## config.mk

```make
export PLATFORM = sky130hd
export DESIGN_NAME = muldiv_ctrl
export DESIGN_NICKNAME = d
export VERILOG_FILES = /design/src/rtl/muldiv_ctrl.sv
export SDC_FILE = /design/constraint.sdc
export NUM_CORES = 2
export LEC_CHECK = 0
export BUFFER_PORTS_ARGS = -buffer_cell sky130_fd_sc_hd__buf_2
export CAP_MARGIN = 25
export CORE_MARGIN = 1
export CORE_UTILIZATION = 60
export CTS_CLUSTER_SIZE = 24
export DETAILED_ROUTE_END_ITERATION = 8
export MAX_ROUTING_LAYER = met4
export PLACE_DENSITY = 0.77
export SLEW_MARGIN = 10
export SYNTH_ARGS = -nofsm -noshare
export SYNTH_HDL_FRONTEND = slang
export SYNTH_SLANG_ARGS = --single-unit
```

## constraint.sdc

```tcl
create_clock -name clk -period 9.5 [get_ports clk]
set_input_delay 0.475 -clock clk [delete_from_list [all_inputs] [get_ports clk]]
set_output_delay 0.475 -clock clk [all_outputs]
set_load 0.02 [all_outputs]
```

## src/rtl/muldiv_ctrl.sv

```systemverilog
// muldiv_ctrl: HI/LO multiply/divide sequencer (MULDIV_ITER_MUL_EN selects iterative shift-add multiply)
module muldiv_ctrl #(
  parameter int MUL_LAT = 2
) (
  input  logic        clk,
  input  logic        rst,
  input  logic        start,
  input  logic [3:0]  mul_control,
  input  logic [31:0] src_a,
  input  logic [31:0] src_b,
  input  logic        flush,
  input  logic        hi_wen,
  input  logic        lo_wen,
  input  logic [31:0] wdata,
  output logic        busy,
  output logic        done,
  output logic [31:0] hi,
  output logic [31:0] lo
);
  typedef enum logic [1:0] {IDLE, MUL, DIV, FIX} state_t;
  state_t state_q, state_d;
  logic [4:0] cnt_q, cnt_d;
  logic [31:0] a_q, a_d, b_q, b_d, hi_q, hi_d, lo_q, lo_d;
  logic sgn_q, sgn_d, mul_q, mul_d, busy_q, busy_d, done_q, done_d;
  logic [63:0] wk_q, wk_d, step, div_step, fix_res, mul_res, res, p;
  logic [32:0] up;
  logic [31:0] mb, q, r;
  logic neg_p, wr;

  function automatic logic [31:0] mag(input logic [31:0] v, input logic s);
    mag = (s && v[31]) ? -v : v;
  endfunction

  assign mb = mag(b_q, sgn_q);
  assign up = wk_q[63:31];

  // one restoring-divide step: shift remainder/quotient left, subtract divisor if it fits
  always_comb begin
    div_step = (up >= {1'b0, mb}) ? {up[31:0] - mb, wk_q[30:0], 1'b1} : {up[31:0], wk_q[30:0], 1'b0};
  end

`ifdef MULDIV_ITER_MUL_EN
  localparam logic ITER = 1'b1;
  logic [31:0] ma;
  logic [32:0] sum;
  assign ma = mag(a_q, sgn_q);
  assign mul_res = '0;
  // one shift-add multiply step: add multiplicand on multiplier lsb, shift product right
  always_comb begin
    sum = {1'b0, wk_q[63:32]} + {1'b0, wk_q[0] ? ma : 32'd0};
    step = mul_q ? {sum, wk_q[31:1]} : div_step;
  end
`else
  localparam logic ITER = 1'b0;
  logic [63:0] ea, eb, prod;
  assign step = div_step;
  assign ea = {{32{sgn_q & a_q[31]}}, a_q};
  assign eb = {{32{sgn_q & b_q[31]}}, b_q};
  assign prod = ea * eb;
  if (MUL_LAT == 1) begin : g_comb
    assign mul_res = prod;
  end else begin : g_pipe
    logic [MUL_LAT-2:0][63:0] pipe_q, pipe_d;
    // product pipeline fed from the latched operands; the top stage is valid in the done cycle
    always_comb begin
      pipe_d[0] = prod;
      for (int i = 1; i < MUL_LAT - 1; i++) pipe_d[i] = pipe_q[i-1];
    end
    // product pipeline registers
    always_ff @(posedge clk or posedge rst) begin
      if (rst) pipe_q <= '0;
      else pipe_q <= pipe_d;
    end
    assign mul_res = pipe_q[MUL_LAT-2];
  end
`endif

  // sign correction of the iterated magnitudes; divide by zero returns all-ones / dividend
  always_comb begin
    neg_p = sgn_q & (a_q[31] ^ b_q[31]);
    p = neg_p ? -wk_q : wk_q;
    q = neg_p ? -wk_q[31:0] : wk_q[31:0];
    r = (sgn_q & a_q[31]) ? -wk_q[63:32] : wk_q[63:32];
    fix_res = mul_q ? p : (b_q == 32'd0) ? {a_q, 32'hFFFF_FFFF} : {r, q};
    res = (state_q == FIX) ? fix_res : mul_res;
    wr = done_q & ~flush;
    hi_d = wr ? res[63:32] : hi_wen ? wdata : hi_q;
    lo_d = wr ? res[31:0] : lo_wen ? wdata : lo_q;
  end

  // sequencer next state: flush aborts and blocks start, start only accepted in IDLE with a one-hot op
  always_comb begin
    state_d = state_q;
    cnt_d = cnt_q;
    a_d = a_q;
    b_d = b_q;
    sgn_d = sgn_q;
    mul_d = mul_q;
    wk_d = wk_q;
    if (flush) state_d = IDLE;
    else if (state_q == IDLE) begin
      if (start && $onehot(mul_control)) begin
        a_d = src_a;
        b_d = src_b;
        sgn_d = mul_control[0] | mul_control[2];
        mul_d = mul_control[0] | mul_control[1];
        cnt_d = '0;
        wk_d = {32'd0, mag(mul_d ? src_b : src_a, sgn_d)};
        state_d = (mul_d && !ITER) ? MUL : DIV;
      end
    end else if (state_q == MUL) begin
      cnt_d = cnt_q + 5'd1;
      state_d = (cnt_q == 5'(MUL_LAT - 1)) ? IDLE : MUL;
    end else if (state_q == DIV) begin
      cnt_d = cnt_q + 5'd1;
      wk_d = step;
      state_d = (cnt_q == 5'd31) ? FIX : DIV;
    end else state_d = IDLE;
    busy_d = state_d != IDLE;
    done_d = (state_d == MUL && cnt_d == 5'(MUL_LAT - 1)) || state_d == FIX;
  end

  // all sequencer state, operands and HI/LO
  always_ff @(posedge clk or posedge rst) begin
    if (rst) begin
      state_q <= IDLE;
      cnt_q <= '0;
      a_q <= '0;
      b_q <= '0;
      sgn_q <= 1'b0;
      mul_q <= 1'b0;
      wk_q <= '0;
      busy_q <= 1'b0;
      done_q <= 1'b0;
      hi_q <= '0;
      lo_q <= '0;
    end else begin
      state_q <= state_d;
      cnt_q <= cnt_d;
      a_q <= a_d;
      b_q <= b_d;
      sgn_q <= sgn_d;
      mul_q <= mul_d;
      wk_q <= wk_d;
      busy_q <= busy_d;
      done_q <= done_d;
      hi_q <= hi_d;
      lo_q <= lo_d;
    end
  end

  assign busy = busy_q;
  assign done = done_q;
  assign hi = hi_q;
  assign lo = lo_q;
endmodule

```

# Yosys cells after proc, flatten, opt, wreduce, memory -nomap -nowiden
# Index checks and enable logic that the tools add are counted.
# W data, S select, Z words.
# word_totals
out_inout_bits	66
word_cells	87
in_bits	106
ff_bits	267
# classes
n_eq_ne	11
magnitude_cmp	1
multipliers	1
bitwise	8
addsub	10
mux	31
reduce_logical	13
# ops
op	n
$mux W64	9
$mux W32	9
$neg A32 Y32	4
$mul A33 B33 Y64	1
$neg A64 Y64	1
$ge A33 B32 Y1	1
$logic_not A32 Y1	1
$sub A32 B32 Y32	1
$mux W5	5
$mux W2	6
$eq A5 B1 Y1 const B	2
$reduce_bool A2 Y1	4
$eq A2 B2 Y1 const B	3
$add A5 B1 Y5 const B	1
$eq A5 B5 Y1 const B	1
$add A1 B1 Y2	2
$and A1 B1 Y1	4
$eq A2 B1 Y1 const B	2
$logic_and A1 B1 Y1	4
$reduce_and A4 Y1	1
$add A2 B2 Y3	1
$eq A3 B1 Y1 const B	1
$reduce_and A3 Y1	1
$logic_not A2 Y1	1
other kinds (7)	9

# Depth between registers and ports, before layout
# logic_depth
depth_word	10
depth_mapped	31
mapped_depth_nobuf	29

# Worst setup path after synthesis
# No wires, ideal clock.
# synth_path
path_type	register to register
start	register a_q[31]
end	register g_pipe.pipe_q[63] in the netlist's numbering
arrival_time_ps	8018
stages_incl_launch_ff	30
slack_ps	1357
path_buffers	2
t_required_ps	9375
setup_time_ps	125
synth_period_minus_slack_ps	8143
path_cell_list	dfrtp_1 -> and2_1 -> clkbuf_1 -> clkbuf_1 -> nand2_1 -> inv_1 -> fa_1 -> fa_1 -> fa_1 -> inv_1 -> fa_1 -> inv_1 -> fa_1 -> fa_1 -> fa_1 -> inv_1 -> fa_1 -> inv_1 -> ha_1 -> nand2_1 -> nor2_1 -> nand4_1 -> a2111oi_0 -> nor3_1 -> o211ai_1 -> a21oi_1 -> o31ai_1 -> a21o_1 -> a21oi_1 -> xnor2_1
# synth_lines
element	line	source
from (decl)	23	logic [31:0] a_q, a_d, b_q, b_d, hi_q, hi_d, lo_q, lo_d;
from (signal assigned)	128	a_q <= '0;
from (signal assigned)	140	a_q <= a_d;
to (signal assigned)	72	else pipe_q <= pipe_d;
to (decl)	63	logic [MUL_LAT-2:0][63:0] pipe_q, pipe_d;

==> results.py <==
metrics = {
    "yosys": {
        "syn-mean-instance-area_sq_um": 8.83,
        "yosys_warnings": 0,
        "synth.most_common_cell": "inv_1",
        "syn_inst": 6219,
        "ys_types": 72,
        "ys_ff_latch": 267,
        "syn-num-nets": 7707,
        "synthFlopType": "dfrtp_1",
        "synth-edff-count": 0,
        "syn_area_sq_mm": 0.0549,
        "async_flop_share_pct": 100,
        "netlist.area_leader.share_pct": 41.1,
        "synthTopCellsByCount": "inv_1 (1174), fa_1 (1127), nand2_1 (1012), and2_1 (380), clkbuf_1 (340)",
        "yosys.area.top_type": "fa_1",
        "synth.area.top_cells": "fa_1 (41%), dfrtp_1 (12%), inv_1 (8.0%), nand2_1 (6.9%), ha_1 (5.8%)",
        "ys_seq_area_share_pct": 12.2,
    },
    "setup_path": {
        "start_kind": "register",
        "crit_end": "g_pipe.pipe_q[49]",
        "reg2reg_slack_ns": 0.37,
        "critPathLaunch": "b_q[17]",
        "end_kind": "register",
        "required_ns": 9.95,
        "r2r_start": "b_q[17]",
        "crit_fanout": 19,
        "crit_type": "register to register",
        "r2r_cells": 26,
        "timing.rr.end": "g_pipe.pipe_q[49]",
        "cp.arrival_ns": 9.58,
    },
    "drt": {
        "drc": 0,
        "ant_nets": 0,
        "via_count": 44700,
        "drtPass1Iterations": 6,
        "drt_iter0_markers": 5213,
        "vias_per_cell": 6.05,
        "routed_wl_microns": 177000,
        "routedWlPerCell_microns": 24.0,
    },
    "placement": {
        "port_buffers": 171,
        "dp_hpwl_microns": 139000,
        "gp_congestion": 1.06,
    },
    "timing": {
        "layout_min_cycle_time_ns": 9.13,
        "rsz0062_at_grt": "no",
        "period_share_pct": 96.1,
        "finalSetupViolCount": 0,
        "slew_viol_final": 0,
        "fmax_mhz": 110,
        "fin_tns_setup_ns": 0,
        "max_slew.worst_pin.slew_ns": 1.14,
        "final_hold_viol_count": 0,
        "fin_skew_ns": 0.0193,
        "relSlewSlack_pct": 24.0,
    },
    "clock_tree": {
        "path_clk_slew_ns": 0.06,
        "post-cts-setup-buffer-count": 0,
        "ctsLongestPathBuffers": 3,
        "ctsHoldBuffers": 0,
        "cts_buffers": 31,
        "cts_root_buf": "clkbuf_16",
        "insertion_delay_ns": 0.59,
        "cts_tree": "done",
        "clkSinkCount": 267,
        "htreeDepth": 1,
    },
    "grt": {
        "antenna_found_initial": 7,
        "grt_start_max_net_pins": 122,
        "grt-ovfl-total": 0,
        "grt_use_total_pct": 40.1,
        "grt_pass1_vias": 46500,
        "grt_first_pass_wirelength_microns": 274000,
    },
    "hold_path": {
        "worstHoldPathType": "input port to async pin",
    },
    "final_layout": {
        "area_growth_pct": 6.24,
        "drive_above_1_share_pct": 6.93,
        "layout.nets": 7665,
    },
    "floorplan": {
        "die_y_microns": 305,
        "fp.coreArea_sq_mm": 0.0903,
        "die_w_microns": 305,
        "rows": 110,
        "die_area_sq_mm": 0.0928,
        "initial_core_util_pct": 60.8,
        "io_pins": 172,
    },
    "run": {
        "cap_violations": 0,
    },
    "run_status": {
        "run_status": "complete, no violations",
    },
}
worst max-delay path, stage by stage (launching register included):
cell      delay, ns
dfrtp_1        1.02
buf_4          0.32
and2_1         0.16
fa_1           0.43
fa_1           0.51
inv_1          0.05
fa_1           0.47
inv_1          0.05
fa_1           0.52
fa_1           0.57
fa_1           0.43
fa_1           0.49
inv_1          0.05
fa_1           0.52
inv_1          0.05
ha_1           0.35
a21oi_1        0.20
o21ai_0        0.17
nor2_1         0.17
o311ai_0       0.27
a221oi_1       0.61
o21ai_0        0.28
a21o_1         0.25
o31ai_1        0.44
o31a_1         0.29
o21ai_0        0.14
xor2_1         0.16
per-layer routing:
metal	share of wire (%)	GRT usage, %	wire length (microns)	vias up
met5	0	-	0	-
met4	6.2	20.1	11000	0
met3	12	9.37	22100	619
met2	45	60.6	80300	2826
met1	36	51.0	63700	22400
li1	-	-	-	18800
repair_timing:
action | in CTS | in global routing
resized for setup | 0 | 6
setup endpoints to repair | 0 | 3
hold endpoints to repair | 0 | 0
sequential cells by signal (all words and copies together), names as in the netlist:
signal and count:
g_pipe.pipe_q 64, cnt_q 5, state_q 2, mul_q 1
hi 32, busy 1, b_q 32, wk_q 64
lo 32, done 1, sgn_q 1, a_q 32
cell type report:
type / count / area (sq um)
inverter: 1175 / 4420
sequential: 267 / 6690
clock buffer: 44 / 895
antenna: 6 / 15.0
fill: 7329 / 31900
tap: 1176 / 1470
timing repair buffer: 334 / 2420
clock inverter: 13 / 146
multi-input combinational: 4368 / 42300
layout by cell type (no fill, tap or decap), drive strengths merged, types with 86 or more instances in the layout:
master	count
nand2	1012
a211oi	86
ha	255
nor2	207
buf	333
xnor2	140
mux2i	101
xor2	103
and2	380
fa	1127
dfrtp	267
inv	1175
a21oi	294
o21ai	146
cell families (layout without fill, tap and decap cells):
| logic type | Yosys count | in the layout | share of synthesized area [%] |
|---|---|---|---|
| AND/OR/NAND/NOR | 1853 | 1853 | 15.5 |
| buffers and inverters | 1584 | 1566 | 10.9 |
| adder cells (fa/ha/maj) | 1382 | 1382 | 46.9 |
| AO/OA/AOI/OAI | 780 | 780 | 8.65 |
| flip-flops | 267 | 267 | 12.2 |
| XOR/XNOR | 243 | 243 | 3.87 |
| multiplexers | 110 | 110 | 2.02 |
| other | 0 | 6 | 0 |
worst min-delay path by stage:
stage,start,end
after floorplan,g_pipe.pipe_q[46],hi[14]
after global placement,wk_q[22],wk_q[22]
after detailed placement,wk_q[27],wk_q[27]
after CTS,rst,cnt_q[4]
after global routing,rst,cnt_q[4]
final,rst,hi[21]
metrics by stage:
stage | hold slack (ns) | util (%) | setup slack (ns) | instances | area, sq um
2_1_floorplan | 0.463 | - | 1.36 | 6219 | 54900
3_3_place_gp | 0.537 | 63.1 | 0.370 | 7306 | 57000
3_5_place_dp | 0.550 | 63.3 | 0.301 | 7313 | 57200
4_1_cts | 0.117 | 64.5 | 0.298 | 7370 | 58200
5_1_grt | 0.132 | 64.6 | 0.00246 | 7379 | 58400
6_report | 0.0444 | 64.6 | 0.369 | 7383 | 58400
Power is left out: the tool's default activity adds up to more than one toggle a clock period on the data nets, which glitch-free logic cannot reach.
